**config.mk**
```make
export PLATFORM = sky130hd
export DESIGN_NAME = cb_bitop_seq
export DESIGN_NICKNAME = d
export VERILOG_FILES = /design/src/rtl/cb_pkg.sv /design/src/rtl/cb_nibble_slice.sv /design/src/rtl/cb_bitop_seq.sv
export SDC_FILE = /design/constraint.sdc
export NUM_CORES = 1
export LEC_CHECK = 0
export CORE_AREA = 2 2 76 78
export CTS_CLUSTER_SIZE = 25
export DETAILED_ROUTE_END_ITERATION = 12
export DIE_AREA = 0 0 78 80
export PLACE_DENSITY = 0.78
export SLEW_MARGIN = 20
export SYNTH_ARGS = -nofsm -noshare
export SYNTH_HDL_FRONTEND = slang
export SYNTH_SLANG_ARGS = --single-unit
```
**constraint.sdc**
```tcl
create_clock -name clk -period 3.4 [get_ports clk]
set_input_delay 0.85 -clock clk [delete_from_list [all_inputs] [get_ports clk]]
set_output_delay 0.85 -clock clk [all_outputs]
set_load 0.05 [all_outputs]
```
**src/rtl/cb_pkg.sv**
```systemverilog
// Shared types for the CB-prefix bit-op sequencer: FSM states, opcode groups, rotate sub-ops.
// Flag positions follow the {Z,N,H,C} packing used by the flag register.
package cb_pkg;

    typedef enum logic [1:0] {IDLE, P1, P2, DONE} state_e;

    typedef enum logic [1:0] {
        ROT = 2'b00,
        BIT = 2'b01,
        RES = 2'b10,
        SET = 2'b11
    } group_e;

    typedef enum logic [2:0] {RLC, RRC, RL, RR, SLA, SRA, SWAP, SRL} rot_e;

    localparam int FLAG_Z = 3;
    localparam int FLAG_N = 2;
    localparam int FLAG_H = 1;
    localparam int FLAG_C = 0;

    // Right shifts walk the byte high nibble first so the carry flows downward.
    function automatic logic rot_is_right(input rot_e op);
        return op inside {RRC, RR, SRA, SRL};
    endfunction

endpackage

```
**src/rtl/cb_nibble_slice.sv**
```systemverilog
// Combinational 4-bit bit-op slice, time-shared by the sequencer across both nibble passes.
// Zero latency; no flow control.
module cb_nibble_slice
    import cb_pkg::*;
(
    input  logic [3:0] nib_i,
    input  logic       cin_i,
    input  group_e     grp_i,
    input  rot_e       sub_i,
    input  logic [2:0] idx_i,
    input  logic       hi_i,
    input  logic       dir_right_i,
    output logic [3:0] nib_o,
    output logic       cout_o
);

    logic       sel;
    logic [3:0] mask;

    always_comb begin
        sel    = (idx_i[2] == hi_i);
        mask   = 4'b0001 << idx_i[1:0];
        nib_o  = nib_i;
        cout_o = cin_i;
        case (grp_i)
            ROT: begin
                if (sub_i == SWAP) begin
                    nib_o  = nib_i;
                    cout_o = 1'b0;
                end else if (dir_right_i) begin
                    nib_o  = {cin_i, nib_i[3:1]};
                    cout_o = nib_i[0];
                end else begin
                    nib_o  = {nib_i[2:0], cin_i};
                    cout_o = nib_i[3];
                end
            end
            // BIT isolates the tested bit so the sequencer's zero accumulation yields Z.
            BIT: nib_o = sel ? (nib_i & mask) : 4'h0;
            RES: if (sel) nib_o = nib_i & ~mask;
            SET: if (sel) nib_o = nib_i | mask;
        endcase
    end

endmodule

```
**src/rtl/cb_bitop_seq.sv**
```systemverilog
// CB-opcode sequencer: one byte as two nibble passes; done 3 cycles after accept, ready only in IDLE.
// With CB_FAST_BIT_EN defined, BIT uses a single pass on the nibble holding idx (done 2 cycles after accept).
module cb_bitop_seq
    import cb_pkg::*;
(
    input  logic       clk,
    input  logic       nreset,
    input  logic       start,
    output logic       ready,
    input  logic [7:0] opcode,
    input  logic [7:0] din,
    input  logic [3:0] flags_in,
    output logic [7:0] dout,
    output logic [3:0] flags_out,
    output logic       done,
    output logic       dout_we,
    output logic       flags_we
);

    state_e     state_q, state_d;
    logic [4:0] op_q;
    logic [7:0] din_q, res_q, dout_q;
    logic [3:0] fin_q, fout_q;
    logic       carry_q, z_q;

    group_e     grp;
    rot_e       sub;
    logic [2:0] idx;
    logic       dir_right, fast_bit, first_hi, cur_hi, dst_hi;
    logic       first_cin, cin, final_pass, nib_zero, z_final;
    logic [3:0] slice_nib, slice_out;
    logic       slice_cout;
    logic [7:0] wr_byte, res_byte;
    logic [3:0] flags_new;
    logic       unused_opc;

    assign unused_opc = ^opcode[2:0];

    assign grp       = group_e'(op_q[4:3]);
    assign sub       = rot_e'(op_q[2:0]);
    assign idx       = op_q[2:0];
    assign dir_right = (grp == ROT) && rot_is_right(sub);

`ifdef CB_FAST_BIT_EN
    assign fast_bit = (grp == BIT);
    assign first_hi = fast_bit ? idx[2] : dir_right;
`else
    assign fast_bit = 1'b0;
    assign first_hi = dir_right;
`endif

    assign cur_hi    = (state_q == P2) ? ~first_hi : first_hi;
    assign slice_nib = cur_hi ? din_q[7:4] : din_q[3:0];

    // Byte-level wrap/fill enters on the first pass; the second pass takes the inter-nibble carry.
    always_comb begin
        first_cin = 1'b0;
        if (grp == ROT) begin
            case (sub)
                RLC:     first_cin = din_q[7];
                RRC:     first_cin = din_q[0];
                RL, RR:  first_cin = fin_q[FLAG_C];
                SRA:     first_cin = din_q[7];
                default: first_cin = 1'b0;
            endcase
        end else begin
            first_cin = fin_q[FLAG_C];
        end
    end

    assign cin = (state_q == P1) ? first_cin : carry_q;

    cb_nibble_slice u_slice (
        .nib_i       (slice_nib),
        .cin_i       (cin),
        .grp_i       (grp),
        .sub_i       (sub),
        .idx_i       (idx),
        .hi_i        (cur_hi),
        .dir_right_i (dir_right),
        .nib_o       (slice_out),
        .cout_o      (slice_cout)
    );

    assign dst_hi     = ((grp == ROT) && (sub == SWAP)) ? ~cur_hi : cur_hi;
    assign wr_byte    = dst_hi ? {slice_out, res_q[3:0]} : {res_q[7:4], slice_out};
    assign nib_zero   = (slice_out == 4'h0);
    assign z_final    = (state_q == P2) ? (z_q & nib_zero) : nib_zero;
    assign final_pass = (state_q == P2) || ((state_q == P1) && fast_bit);
    assign res_byte   = (grp == BIT) ? din_q : wr_byte;

    always_comb begin
        flags_new = fin_q;
        case (grp)
            ROT: begin
                flags_new         = 4'h0;
                flags_new[FLAG_Z] = z_final;
                flags_new[FLAG_C] = slice_cout;
            end
            BIT: begin
                flags_new         = 4'h0;
                flags_new[FLAG_Z] = z_final;
                flags_new[FLAG_H] = 1'b1;
                flags_new[FLAG_C] = fin_q[FLAG_C];
            end
            default: flags_new = fin_q;
        endcase
    end

    always_comb begin
        state_d = state_q;
        case (state_q)
            IDLE:    if (start) state_d = P1;
            P1:      state_d = fast_bit ? DONE : P2;
            P2:      state_d = DONE;
            DONE:    state_d = IDLE;
            default: state_d = IDLE;
        endcase
    end

    always_ff @(posedge clk) begin
        if (!nreset) begin
            state_q <= IDLE;
            op_q    <= 5'h00;
            din_q   <= 8'h00;
            fin_q   <= 4'h0;
            res_q   <= 8'h00;
            carry_q <= 1'b0;
            z_q     <= 1'b0;
            dout_q  <= 8'h00;
            fout_q  <= 4'h0;
        end else begin
            state_q <= state_d;
            if ((state_q == IDLE) && start) begin
                op_q  <= opcode[7:3];
                din_q <= din;
                fin_q <= flags_in;
            end
            if (state_q == P1) begin
                res_q   <= wr_byte;
                carry_q <= slice_cout;
                z_q     <= nib_zero;
            end
            if (final_pass) begin
                dout_q <= res_byte;
                fout_q <= flags_new;
            end
        end
    end

    assign ready     = (state_q == IDLE);
    assign done      = (state_q == DONE);
    assign dout_we   = done && (grp != BIT);
    assign flags_we  = done && ((grp == ROT) || (grp == BIT));
    assign dout      = dout_q;
    assign flags_out = fout_q;

endmodule

```
==> results of run 1 <==
[worst max-delay path, delay by kind of cell (launching register included)]
family | cells | cell delay, ns
buffers and inverters | 2 | 0.88
and+or+nand+nor | 2 | 0.25
DFF | 1 | 0.62
[worst max path at each step]
stage,from,end,slack [ns]
3_3_place_gp,state_q[0]$_SDFFE_PN0P_,z_q$_SDFFE_PN0N_,0.73
2_1_floorplan,state_q[0]$_SDFFE_PN0P_,flags_we,0.92
4_1_cts,op_q[3]$_SDFFE_PN0P_,dout_we,0.51
6_report,op_q[3]$_SDFFE_PN0P_,dout_we,0.50
5_1_grt,state_q[0]$_SDFFE_PN0P_,flags_out[3]$_SDFFE_PN0P_,0.26
3_5_place_dp,state_q[0]$_SDFFE_PN0P_,flags_out[3]$_SDFFE_PN0P_,0.64
[cell families after synthesis]
| family | after synthesis |
|---|---|
| simple gates | 128 |
| compound gates | 84 |
| flops | 41 |
| buf+inv | 32 |
| mux | 12 |
| xor+xnor | 6 |
| fa+ha+maj | 4 |
[layer usage]
layer | up-vias | share of wire (%) | global-route usage, %
met1 | 1009 | 46 | 26.0
li1 | 1125 | - | -
met2 | 100 | 45 | 29.9
met4 | 0 | 1.1 | 5.96
met5 | - | 0 | 0
met3 | 6 | 8.1 | 4.41
[sequential cells by signal (all words and copies together) (netlist names)]
signal / cells
carry_q: 1
op_q: 5
flags_out: 4
fin_q: 4
dout: 8
res_q: 8
z_q: 1
din_q: 8
state_q: 2
[power by group through the flow]
stage / registers (µW) / logic, µW / clock network, µW
3_3_place_gp: 732 / 1150 / 0
6_report: 731 / 1180 / 314
5_1_grt: 749 / 1300 / 338
3_5_place_dp: 738 / 1170 / 0
2_1_floorplan: 793 / 813 / 0
4_1_cts: 728 / 1170 / 319
[cells in the mapped netlist, types with 2 or more instances]
master and n:
nand2_1 50, dfxtp_1 41, a21oi_1 27, nor2_1 26, o21ai_0 19, clkbuf_1 18
nor3_1 12, mux2i_1 8, nand2b_1 8, a211oi_1 7, inv_1 7, nand3_1 6
nor2b_1 5, a31oi_1 4, and2_1 4, ha_1 4, nor3b_1 4, a21boi_0 3
a22o_1 3, buf_1 3, nor4_1 3, o21a_1 3, o22ai_1 3, o41ai_1 3
xnor2_1 3, xor2_1 3, a2111oi_0 2, mux2_2 2, mux4_2 2, nor3b_2 2
o311ai_0 2
[layout make-up]
class	instances	area (µm²)
repair buffers	41	395
flip-flops and latches	41	821
inverters	8	30.0
clock buffers	5	68.8
well taps	72	90.1
multi-input cells	234	1410
fillers	526	2570
clock inverters	3	17.5
[cell usage in the layout, fill, tap and decap left out, drive strengths merged, types with 2 or more instances in the layout]
master          n
o41ai           3
nor2b           5
o22ai           3
xor2            3
a21boi          4
buf             6
ha              4
a31oi           4
nand2          50
and2            5
nand2b          8
o21ai          19
xnor2           3
a21oi          27
nor4            3
nor2           26
clkinv          2
o311ai          2
mux2            2
clkdlybuf4s50  35
a22o            3
clkbuf          5
nor3b           6
a2111oi         3
inv             8
nor3           12
dfxtp          41
nand3           6
o21a            3
mux4            2
mux2i           8
a211oi          8
[through the flow]
stage / utilization (%) / hold slack, ns / total power [µW]
floorplan: - / 0.436 / 1610
global placement: 50.8 / 0.447 / 1880
detailed placement: 50.8 / 0.453 / 1900
CTS: 52.4 / 0.470 / 2220
global route: 52.4 / 0.496 / 2380
finish: 52.4 / 0.474 / 2220
==> results by group, run 1 <==
Worst setup path
  – Type of element capturing the critical path: primary output
  – Critical Path AT: 2.05 ns
  – FF-to-FF path depth: 8
  – CP Cell Sequence: nand2_1 -> buf_4 -> and2_1 -> clkdlybuf4s50_1
  – Crit-path max FO: 13
  – Flop2flop setup slack: about 0.57 ns
  – Worst r2r dst: flags_out[3]$_SDFFE_PN0P_
  – Crit-path max cell delay: 0.70 ns
  – Worst R2R Start: state_q[0]$_SDFFE_PN0P_
  – Slowest CP cell: clkdlybuf4s50_1
  – Setup CP Type: flip-flop to primary output
  – WP data required: 2.55 ns
  – Crit start category: flip-flop

Floorplan
  – # rows: 27
  – Die X: 78 µm
  – Top Ports: 39
  – Die Y: 80 µm
  – CORE AREA: 5410 µm²
  – Die area: 6240 µm²
  – Initial Utilization: 43.7%

Logic synthesis
  – Yosys reg bits: 41
  – Seq/Total Area, Yosys: around a third
  – Main combinational cell family by area after synthesis: simple AND/OR/NAND/NOR gates
  – Simple-gate share of the synthesized area: a little over a quarter
  – Adder-cell share of the synthesized area: ~2.1%
  – Synth top area cells: dfxtp_1 (35%), nand2_1 (7.9%), a21oi_1 (5.7%)
  – Post-synth top area share: 34.7%
  – Post-synth EDFFs: 0
  – Post-Synthesis Cell Area: approximately 2400 µm²
  – Largest area contributor in the netlist: dfxtp_1
  – Syn nets: 334
  – FFs w/ async S/R, synth: 0%
  – Primary FF master, synth: dfxtp_1
  – Synth Area in XOR/XNOR: 2.22%
  – Syn Inst Count: 307
  – Mux share of post-synthesis cell area: 6.25%
  – Syn_area_per_cell: 7.69 µm²
  – Yosys cell types: 51
  – Area fraction in compound gates after synthesis: between 20 and 25%
  – Synthesis Warnings: 0

Power
  – Switching pwr: 1010 µW
  – Clock power share: between 10% and 20%
  – Sequential share of power: 32.9%
  – Combinational share of power: 53.0%
  – Cell Pwr Density: 784 nW/µm²
  – Static leakage: slightly above 0.001 µW
  – Int Power: 1210 µW
  – Sw Ratio: about 46%
  – Maximum vdd drop: 0.303 mV

Layout
  – Antenna diodes: 0
  – Layout area overhead: 19.9%
  – Fin nets: 358
  – Post-layout instance area: ~2800 µm²
  – Share of cells above drive strength 1: 7.23%
  – Layout Cells excl Fill: 404

Hold path
  – Hold WC Path Type: flip-flop to flip-flop
  – Hold Path Sink: fin_q[0]$_SDFFE_PN0P_
  – Hold depth: 2
  – Hold path startpoint: fin_q[0]$_SDFFE_PN0P_

Global routing
  – Largest net degree at the start of global routing: 29
  – Vias in the first global route: 1965
  – Antenna violations before repair: 0
  – Grt ovf: 0
  – First-pass GRT wire length: about 9500 µm
  – Tot GR Track Use: a little under a fifth

Status
  – Status: complete, no violations

Clock tree
  – Clock Latency Late Sink: 0.30 ns
  – Clk pin slew, worst setup/hold paths: 0.08 ns
  – Post-CTS setup buffer count: 0
  – Clock sink total: just over 40
  – Root Buffer: clkbuf_8
  – Post-CTS Hold Fix Bufs: 0
  – CTS resizes: 0
  – Maximum clock path buffer count: 2
  – CTS H-tree depth: 2
  – TritonCTS clock tree: built
  – Num CTS Buffers: 5

Placement
  – # port buffers: 35
  – Post-DP Area: 2750 µm²
  – Placed insts: between 300 and 400
  – Dpl ws: 0.639 ns
  – Detail Placement HPWL: 3920 µm
  – GPL Wtd Cong: 0.889

Routing
  – Drt total wl: 5590 µm
  – 1st-pass router iterations: 5
  – Antenna viol nets, final: 0
  – Mean number of vias per cell: 5.54
  – Vias: 2240
  – Starting DRT DRC Count: 178
  – WL/cell: 13.8 µm
  – DRC viols: 0

Run
  – Max_cap viols: 0

STA
  – RSZ-0062 raised after global routing: false
  – Final Hold Vio Count: 0
  – Slew headroom: between 30% and 40%
  – Final Max Tran Viols: 0
  – Post-route minimum period: 2.90 ns
  – Final setup TNS: 0 ns
  – Setup ws final: 0.495 ns
  – Worst slew pin tran: 0.943 ns
  – # setup viols final: 0
  – Highest clock rate: 344 MHz
  – Tcrit/Tclk final: 85.4%
  – Clock Skews: 0.00404 ns
No activity file was read; power rests on OpenSTA's default activity.
==> run 2: changes to the inputs <==
--- a/config.mk
+++ b/config.mk
@@ -9,7 +9,8 @@
 export CTS_CLUSTER_SIZE = 25
 export DETAILED_ROUTE_END_ITERATION = 12
 export DIE_AREA = 0 0 78 80
-export PLACE_DENSITY = 0.78
+export DONT_BUFFER_PORTS = 1
+export PLACE_DENSITY = 0.68
 export SLEW_MARGIN = 20
 export SYNTH_ARGS = -nofsm -noshare
 export SYNTH_HDL_FRONTEND = slang
==> results by group, run 2 (same netlist as run 1, synthesis figures left out) <==
Status
  – Status: complete, no violations

Floorplan
  – Die Y: 80 µm (unchanged)
  – # rows: 27 (unchanged)
  – Initial Utilization: 43.7% (unchanged)
  – Die X: 78 µm (unchanged)
  – Die area: 6240 µm² (unchanged)
  – Top Ports: 39 (unchanged)
  – CORE AREA: 5410 µm² (unchanged)

STA
  – Worst slew pin tran: 0.937 ns (-0.00556 ns)
  – RSZ-0062 raised after global routing: false
  – Highest clock rate: 357 MHz (+3.6%)
  – # setup viols final: 0 (unchanged)
  – Tcrit/Tclk final: 82.4% (-3.0 points)
  – Slew headroom: 37.5% (+0.60 points)
  – Post-route minimum period: 2.80 ns (-0.102 ns)
  – Clock Skews: 0.00274 ns (-0.00130 ns)
  – Fin Hold WS: 0.471 ns (-0.00320 ns)
  – Final Hold Vio Count: 0 (unchanged)
  – Final Max Tran Viols: 0 (unchanged)
  – Final setup TNS: 0 ns (unchanged)
  – Setup ws final: 0.597 ns (+0.102 ns)

Global routing
  – Vias in the first global route: 2008 (+2.2%)
  – First-pass GRT wire length: 9550 µm (+0.36%)
  – Tot GR Track Use: 19.4% (+0.31 points)
  – Antenna violations before repair: 0 (unchanged)
  – Largest net degree at the start of global routing: 29 (unchanged)
  – Grt ovf: 0 (unchanged)

Run
  – Max_cap viols: 0 (unchanged)

Worst setup path
  – Slowest CP cell: ha_1
  – Type of element capturing the critical path: flip-flop
  – Crit-path max FO: 27 (+14)
  – WP data required: 3.64 ns (+1.09 ns)
  – Critical Path AT: 3.04 ns (+0.99 ns)
  – Crit-path max cell delay: 0.78 ns (+0.08 ns)
  – Crit start category: flip-flop
  – CP Cell Sequence: inv_1 -> ha_1 -> a21oi_1 -> a2111oi_0 -> o22ai_1 -> nor3_1 -> a41o_1
  – Setup CP Type: flip-flop to flip-flop

Routing
  – DRC viols: 0 (unchanged)
  – Drt total wl: 5710 µm (+2.2%)
  – Antenna viol nets, final: 0 (unchanged)
  – Vias: 2142 (-4.4%)
  – Starting DRT DRC Count: 93 (-48%)
  – Mean number of vias per cell: 5.79 (+4.4%)
  – 1st-pass router iterations: 4 (-1)
  – WL/cell: 15.4 µm (+12%)

Clock tree
  – Root Buffer: clkbuf_8
  – Clock Latency Late Sink: 0.29 ns (about the same)
  – CTS resizes: 0 (unchanged)
  – CTS H-tree depth: 2 (unchanged)
  – Post-CTS Hold Fix Bufs: 0 (unchanged)
  – Post-CTS setup buffer count: 0 (unchanged)
  – Clk pin slew, worst setup/hold paths: 0.08 ns (about the same)
  – Maximum clock path buffer count: 2 (unchanged)
  – Num CTS Buffers: 5 (unchanged)
  – TritonCTS clock tree: built
  – Clock sink total: 41 (unchanged)

Power
  – Combinational share of power: 44.3% (-8.7 points)
  – Maximum vdd drop: 0.341 mV (+13%)
  – Sw Ratio: 46.7% (+0.99 points)
  – Cell Pwr Density: 854 nW/µm² (+8.9%)
  – Static leakage: 0.000906 µW (-12%)
  – Clock power share: 15.4% (+1.3 points)
  – Sequential share of power: 40.3% (+7.4 points)
  – Pwr Total: 2140 µW (-3.8%)
  – Switching pwr: 997 µW (-1.8%)
  – Int Power: 1140 µW (-5.6%)

Placement
  – Post-DP Area: 2410 µm² (-12%)
  – Detail Placement HPWL: 4050 µm (+3.2%)
  – GPL Wtd Cong: 0.906 (+1.9%)
  – # port buffers: 0 (-100%)
  – Dpl ws: 0.653 ns (+0.0140 ns)

Layout
  – Share of cells above drive strength 1: 8.39% (+1.2 points)
  – Commonest non-fill, non-tap cell in the layout: nand2_1
  – Antenna diodes: 0 (unchanged)
  – Fin nets: 325 (-9.2%)
  – Most frequent cells in the layout: nand2_1 (50), dfxtp_1 (41), a21oi_1 (27)
  – Post-layout instance area: 2500 µm² (-12%)
  – Layout area overhead: 5.83%

Hold path
  – Hold WC Path Type: flip-flop to flip-flop
## run 2: changes by cell type in the layout (fill, tap and decap cells not counted), sizes merged
cell / delta
clkdlybuf4s50: -35
clkbuf: +1
buf: +2
clkinv: -2
## run 2: final timing paths
kind                            depth (start not counted)  slack [ns]                     to               startpoint
worst min register to register                          2        0.47  fin_q[2]$_SDFFE_PN0P_    fin_q[2]$_SDFFE_PN0P_
worst min-delay path                                    2        0.47  fin_q[2]$_SDFFE_PN0P_    fin_q[2]$_SDFFE_PN0P_
worst max register to register                          7        0.60       z_q$_SDFFE_PN0N_  state_q[0]$_SDFFE_PN0P_
worst max-delay path                                    7        0.60       z_q$_SDFFE_PN0N_  state_q[0]$_SDFFE_PN0P_
## run 2: area by class of cell
type | instances | area, µm²
Fill cell | 583 | 2910
Multi-Input combinational cell | 234 | 1410
Sequential cell | 41 | 821
Tap cell | 72 | 90.1
Clock buffer | 6 | 82.6
Timing Repair Buffer | 8 | 60.1
Inverter | 8 | 30.0
Clock inverter | 1 | 7.51
## run 2: power by group through the flow
stage / registers [µW] / clock network [µW] / logic (µW)
after floorplan: 793 / 0 / 813
after global placement: 863 / 0 / 925
after detailed placement: 870 / 0 / 940
after CTS: 858 / 336 / 943
after global routing: 880 / 357 / 1060
final: 861 / 328 / 947
## run 2: per-layer routing
metal  global-route usage (%)  part of all wire (%)  vias up  wire length (µm)
met2                     31.1                    45       80              2600
met4                     7.02                   1.4        0                81
met1                     25.2                    46      996              2620
met3                     4.98                   7.2        6               411
met5                        0                     0        -                 0
li1                         -                     -     1060                 -
## run 2: through the flow
stage	std cells	utilization [%]
final	370	46.3
after CTS	370	46.3
after floorplan	307	-
after global placement	363	44.6
after global routing	370	46.3
after detailed placement	363	44.6
## run 2: worst max-delay path, delay by kind of cell, from the launching register on
family,cells,cell delay (ns)
AOI/OAI and AO/OA,4,1.20
buffers and inverters,1,0.09
DFF,1,0.35
and+or+nand+nor,1,0.32
adders and majority gates,1,0.78
==> run 3: changes to the inputs <==
==> constraint.sdc (replaced) <==
create_clock -name clk -period 2.7 [get_ports clk]
set_input_delay 0.675 -clock clk [delete_from_list [all_inputs] [get_ports clk]]
set_output_delay 0.675 -clock clk [all_outputs]
set_load 0.05 [all_outputs]
==> results by group, run 3 (same netlist as run 1, synthesis figures left out) <==
Clock tree
  – Clock sink total: 41 (unchanged)
  – Root Buffer: clkbuf_8
  – Num CTS Buffers: 5 (unchanged)
  – Clk pin slew, worst setup/hold paths: 0.08 ns (about the same)
  – TritonCTS clock tree: built
  – Post-CTS Hold Fix Bufs: 0 (unchanged)
  – Clock Latency Late Sink: 0.29 ns (about the same)
  – Maximum clock path buffer count: 2 (unchanged)
  – CTS H-tree depth: 2 (unchanged)

STA
  – RSZ-0062 raised after global routing: false
  – Final Hold Vio Count: 0 (unchanged)
  – Final Max Tran Viols: 0 (unchanged)
  – Highest clock rate: 420 MHz (+18%)
  – Slew headroom: 57.4% (+20 points)
  – Final setup TNS: 0 ns (unchanged)
  – Clock Skews: 0.00580 ns (+0.00307 ns)
  – Tcrit/Tclk final: 88.2% (+5.8 points)
  – # setup viols final: 0 (unchanged)
  – Worst slew pin tran: 0.638 ns (-0.299 ns)
  – Setup ws final: 0.318 ns (-0.279 ns)
  – Post-route minimum period: 2.38 ns (-0.421 ns)

Placement
  – Detail Placement HPWL: 4200 µm (+3.8%)
  – # port buffers: 0 (unchanged)
  – Post-DP Area: 2450 µm² (+1.6%)
  – GPL Wtd Cong: 0.846 (-6.7%)
  – Dpl ws: 0.135 ns (-0.518 ns)

Status
  – Status: complete, no violations

Floorplan
  – Initial Utilization: 43.7% (unchanged)
  – Die Y: 80 µm (unchanged)
  – Die area: 6240 µm² (unchanged)
  – # rows: 27 (unchanged)
  – Top Ports: 39 (unchanged)
  – CORE AREA: 5410 µm² (unchanged)
  – Die X: 78 µm (unchanged)

Power
  – Int Power: 1560 µW (+37%)
  – Sw Ratio: 44.8% (-1.8 points)
  – Maximum vdd drop: 0.420 mV (+23%)
  – Combinational share of power: 44.3% (about the same)
  – Static leakage: 0.000946 µW (+4.3%)
  – Switching pwr: 1270 µW (+27%)
  – Clock power share: 18.4% (+3.0 points)
  – Sequential share of power: 37.3% (-3.0 points)
  – Cell Pwr Density: 1100 nW/µm² (+29%)

Global routing
  – Vias in the first global route: 1887 (-6.0%)
  – Antenna violations before repair: 0 (unchanged)
  – Grt ovf: 0 (unchanged)
  – Tot GR Track Use: 19.3% (-0.10 points)
  – First-pass GRT wire length: 9400 µm (-1.6%)
  – Largest net degree at the start of global routing: 29 (unchanged)

Worst setup path
  – CP Cell Sequence: inv_1 -> ha_2 -> a21boi_0 -> a2111oi_0 -> o22ai_1 -> nor3_1 -> a41o_1
  – Crit-path max cell delay: 0.57 ns (-0.21 ns)
  – Crit path launch: state_q[0]$_SDFFE_PN0P_
  – Crit-path max FO: 17 (-37%)
  – Setup CP Type: flip-flop to flip-flop
  – Slowest CP cell: a2111oi_0
  – Type of element capturing the critical path: flip-flop
  – Critical Path AT: 2.62 ns (-0.42 ns)
  – Worst R2R Start: state_q[0]$_SDFFE_PN0P_
  – WP data required: 2.94 ns (-0.70 ns)
  – Crit start category: flip-flop

Routing
  – Antenna viol nets, final: 0 (unchanged)
  – Starting DRT DRC Count: 111 (+19%)
  – WL/cell: 15.4 µm (-0.20%)
  – Vias: 2132 (-0.47%)
  – Drt total wl: 5790 µm (+1.4%)
  – 1st-pass router iterations: 5 (+1)
  – DRC viols: 0 (unchanged)
  – Mean number of vias per cell: 5.67 (-2.1%)

Layout
  – Layout area overhead: 8.63%
  – Finished Core Util: 47.5% (+1.2 points)
  – Share of cells above drive strength 1: 10.2% (+1.8 points)
  – Post-layout instance area: 2570 µm² (+2.7%)
  – Fin nets: 330 (+1.5%)
  – Commonest non-fill, non-tap cell in the layout: nand2_1
  – Most frequent cells in the layout: nand2_1 (50), dfxtp_1 (41), a21oi_1 (27)
  – Antenna diodes: 0 (unchanged)

Run
  – Max_cap viols: 0 (unchanged)

Hold path
  – Hold path startpoint: fin_q[3]$_SDFFE_PN0P_
  – Hold WC Path Type: flip-flop to flip-flop
-- run 3: cell count changes in the layout (fill, tap and decap cells not counted), sizes merged --
cell / change
clkinvlp: -1
clkbuf: +1
buf: +5
bufinv: +1
-- run 3: what timing repair did --
| action | in CTS | in global routing |
|---|---|---|
| resized for setup | 0 | 1 |
| endpoints found under the setup margin | 0 | 5 |
| buffers inserted | 0 | 0 |
-- run 3: final cells by class --
cell class / instances / area (µm²)
clock inverter: 1 / 30.0
sequential: 41 / 821
fill: 554 / 2840
timing repair buffer: 13 / 97.6
tap: 72 / 90.1
clock buffer: 7 / 86.3
multi-input combinational: 234 / 1410
inverter: 8 / 30.0
-- run 3: metrics by stage --
step | hold WS [ns] | std cells | total power, µW
floorplan | 0.436 | 307 | 2020
CTS | 0.473 | 376 | 2820
global placement | 0.462 | 368 | 2280
finish | 0.473 | 376 | 2820
global route | 0.489 | 376 | 3020
detailed placement | 0.462 | 368 | 2310
-- run 3: critical path, delay by kind of cell, from the launching register on --
kind / cells / cell delay (ns)
AND/OR/NAND/NOR: 1 / 0.29
adder cells (fa/ha/maj): 1 / 0.32
flip-flops: 1 / 0.38
buffers and inverters: 1 / 0.09
AO/OA/AOI/OAI: 4 / 1.26
-- run 3: layer usage --
layer,vias up,global-route usage [%],wire length [µm]
li1,1076,-,-
met1,990,26.4,2750
met2,60,30.1,2640
met3,6,4.41,328
met4,0,6.14,73
met5,-,0,0
-- run 3: path summary, 6_finish.rpt --
path	to	slack (ns)	depth (start not counted)
hold / removal	fin_q[3]$_SDFFE_PN0P_	0.47	2
setup reg to reg	z_q$_SDFFE_PN0N_	0.32	7
hold reg to reg	fin_q[3]$_SDFFE_PN0P_	0.47	2
setup / recovery	z_q$_SDFFE_PN0N_	0.32	7
-- run 3: power by group through the flow --
stage	registers [µW]	clock network, µW	logic [µW]
5_1_grt	1080	562	1380
3_3_place_gp	1060	0	1220
6_report	1050	520	1250
2_1_floorplan	999	0	1020
4_1_cts	1050	525	1250
3_5_place_dp	1070	0	1240
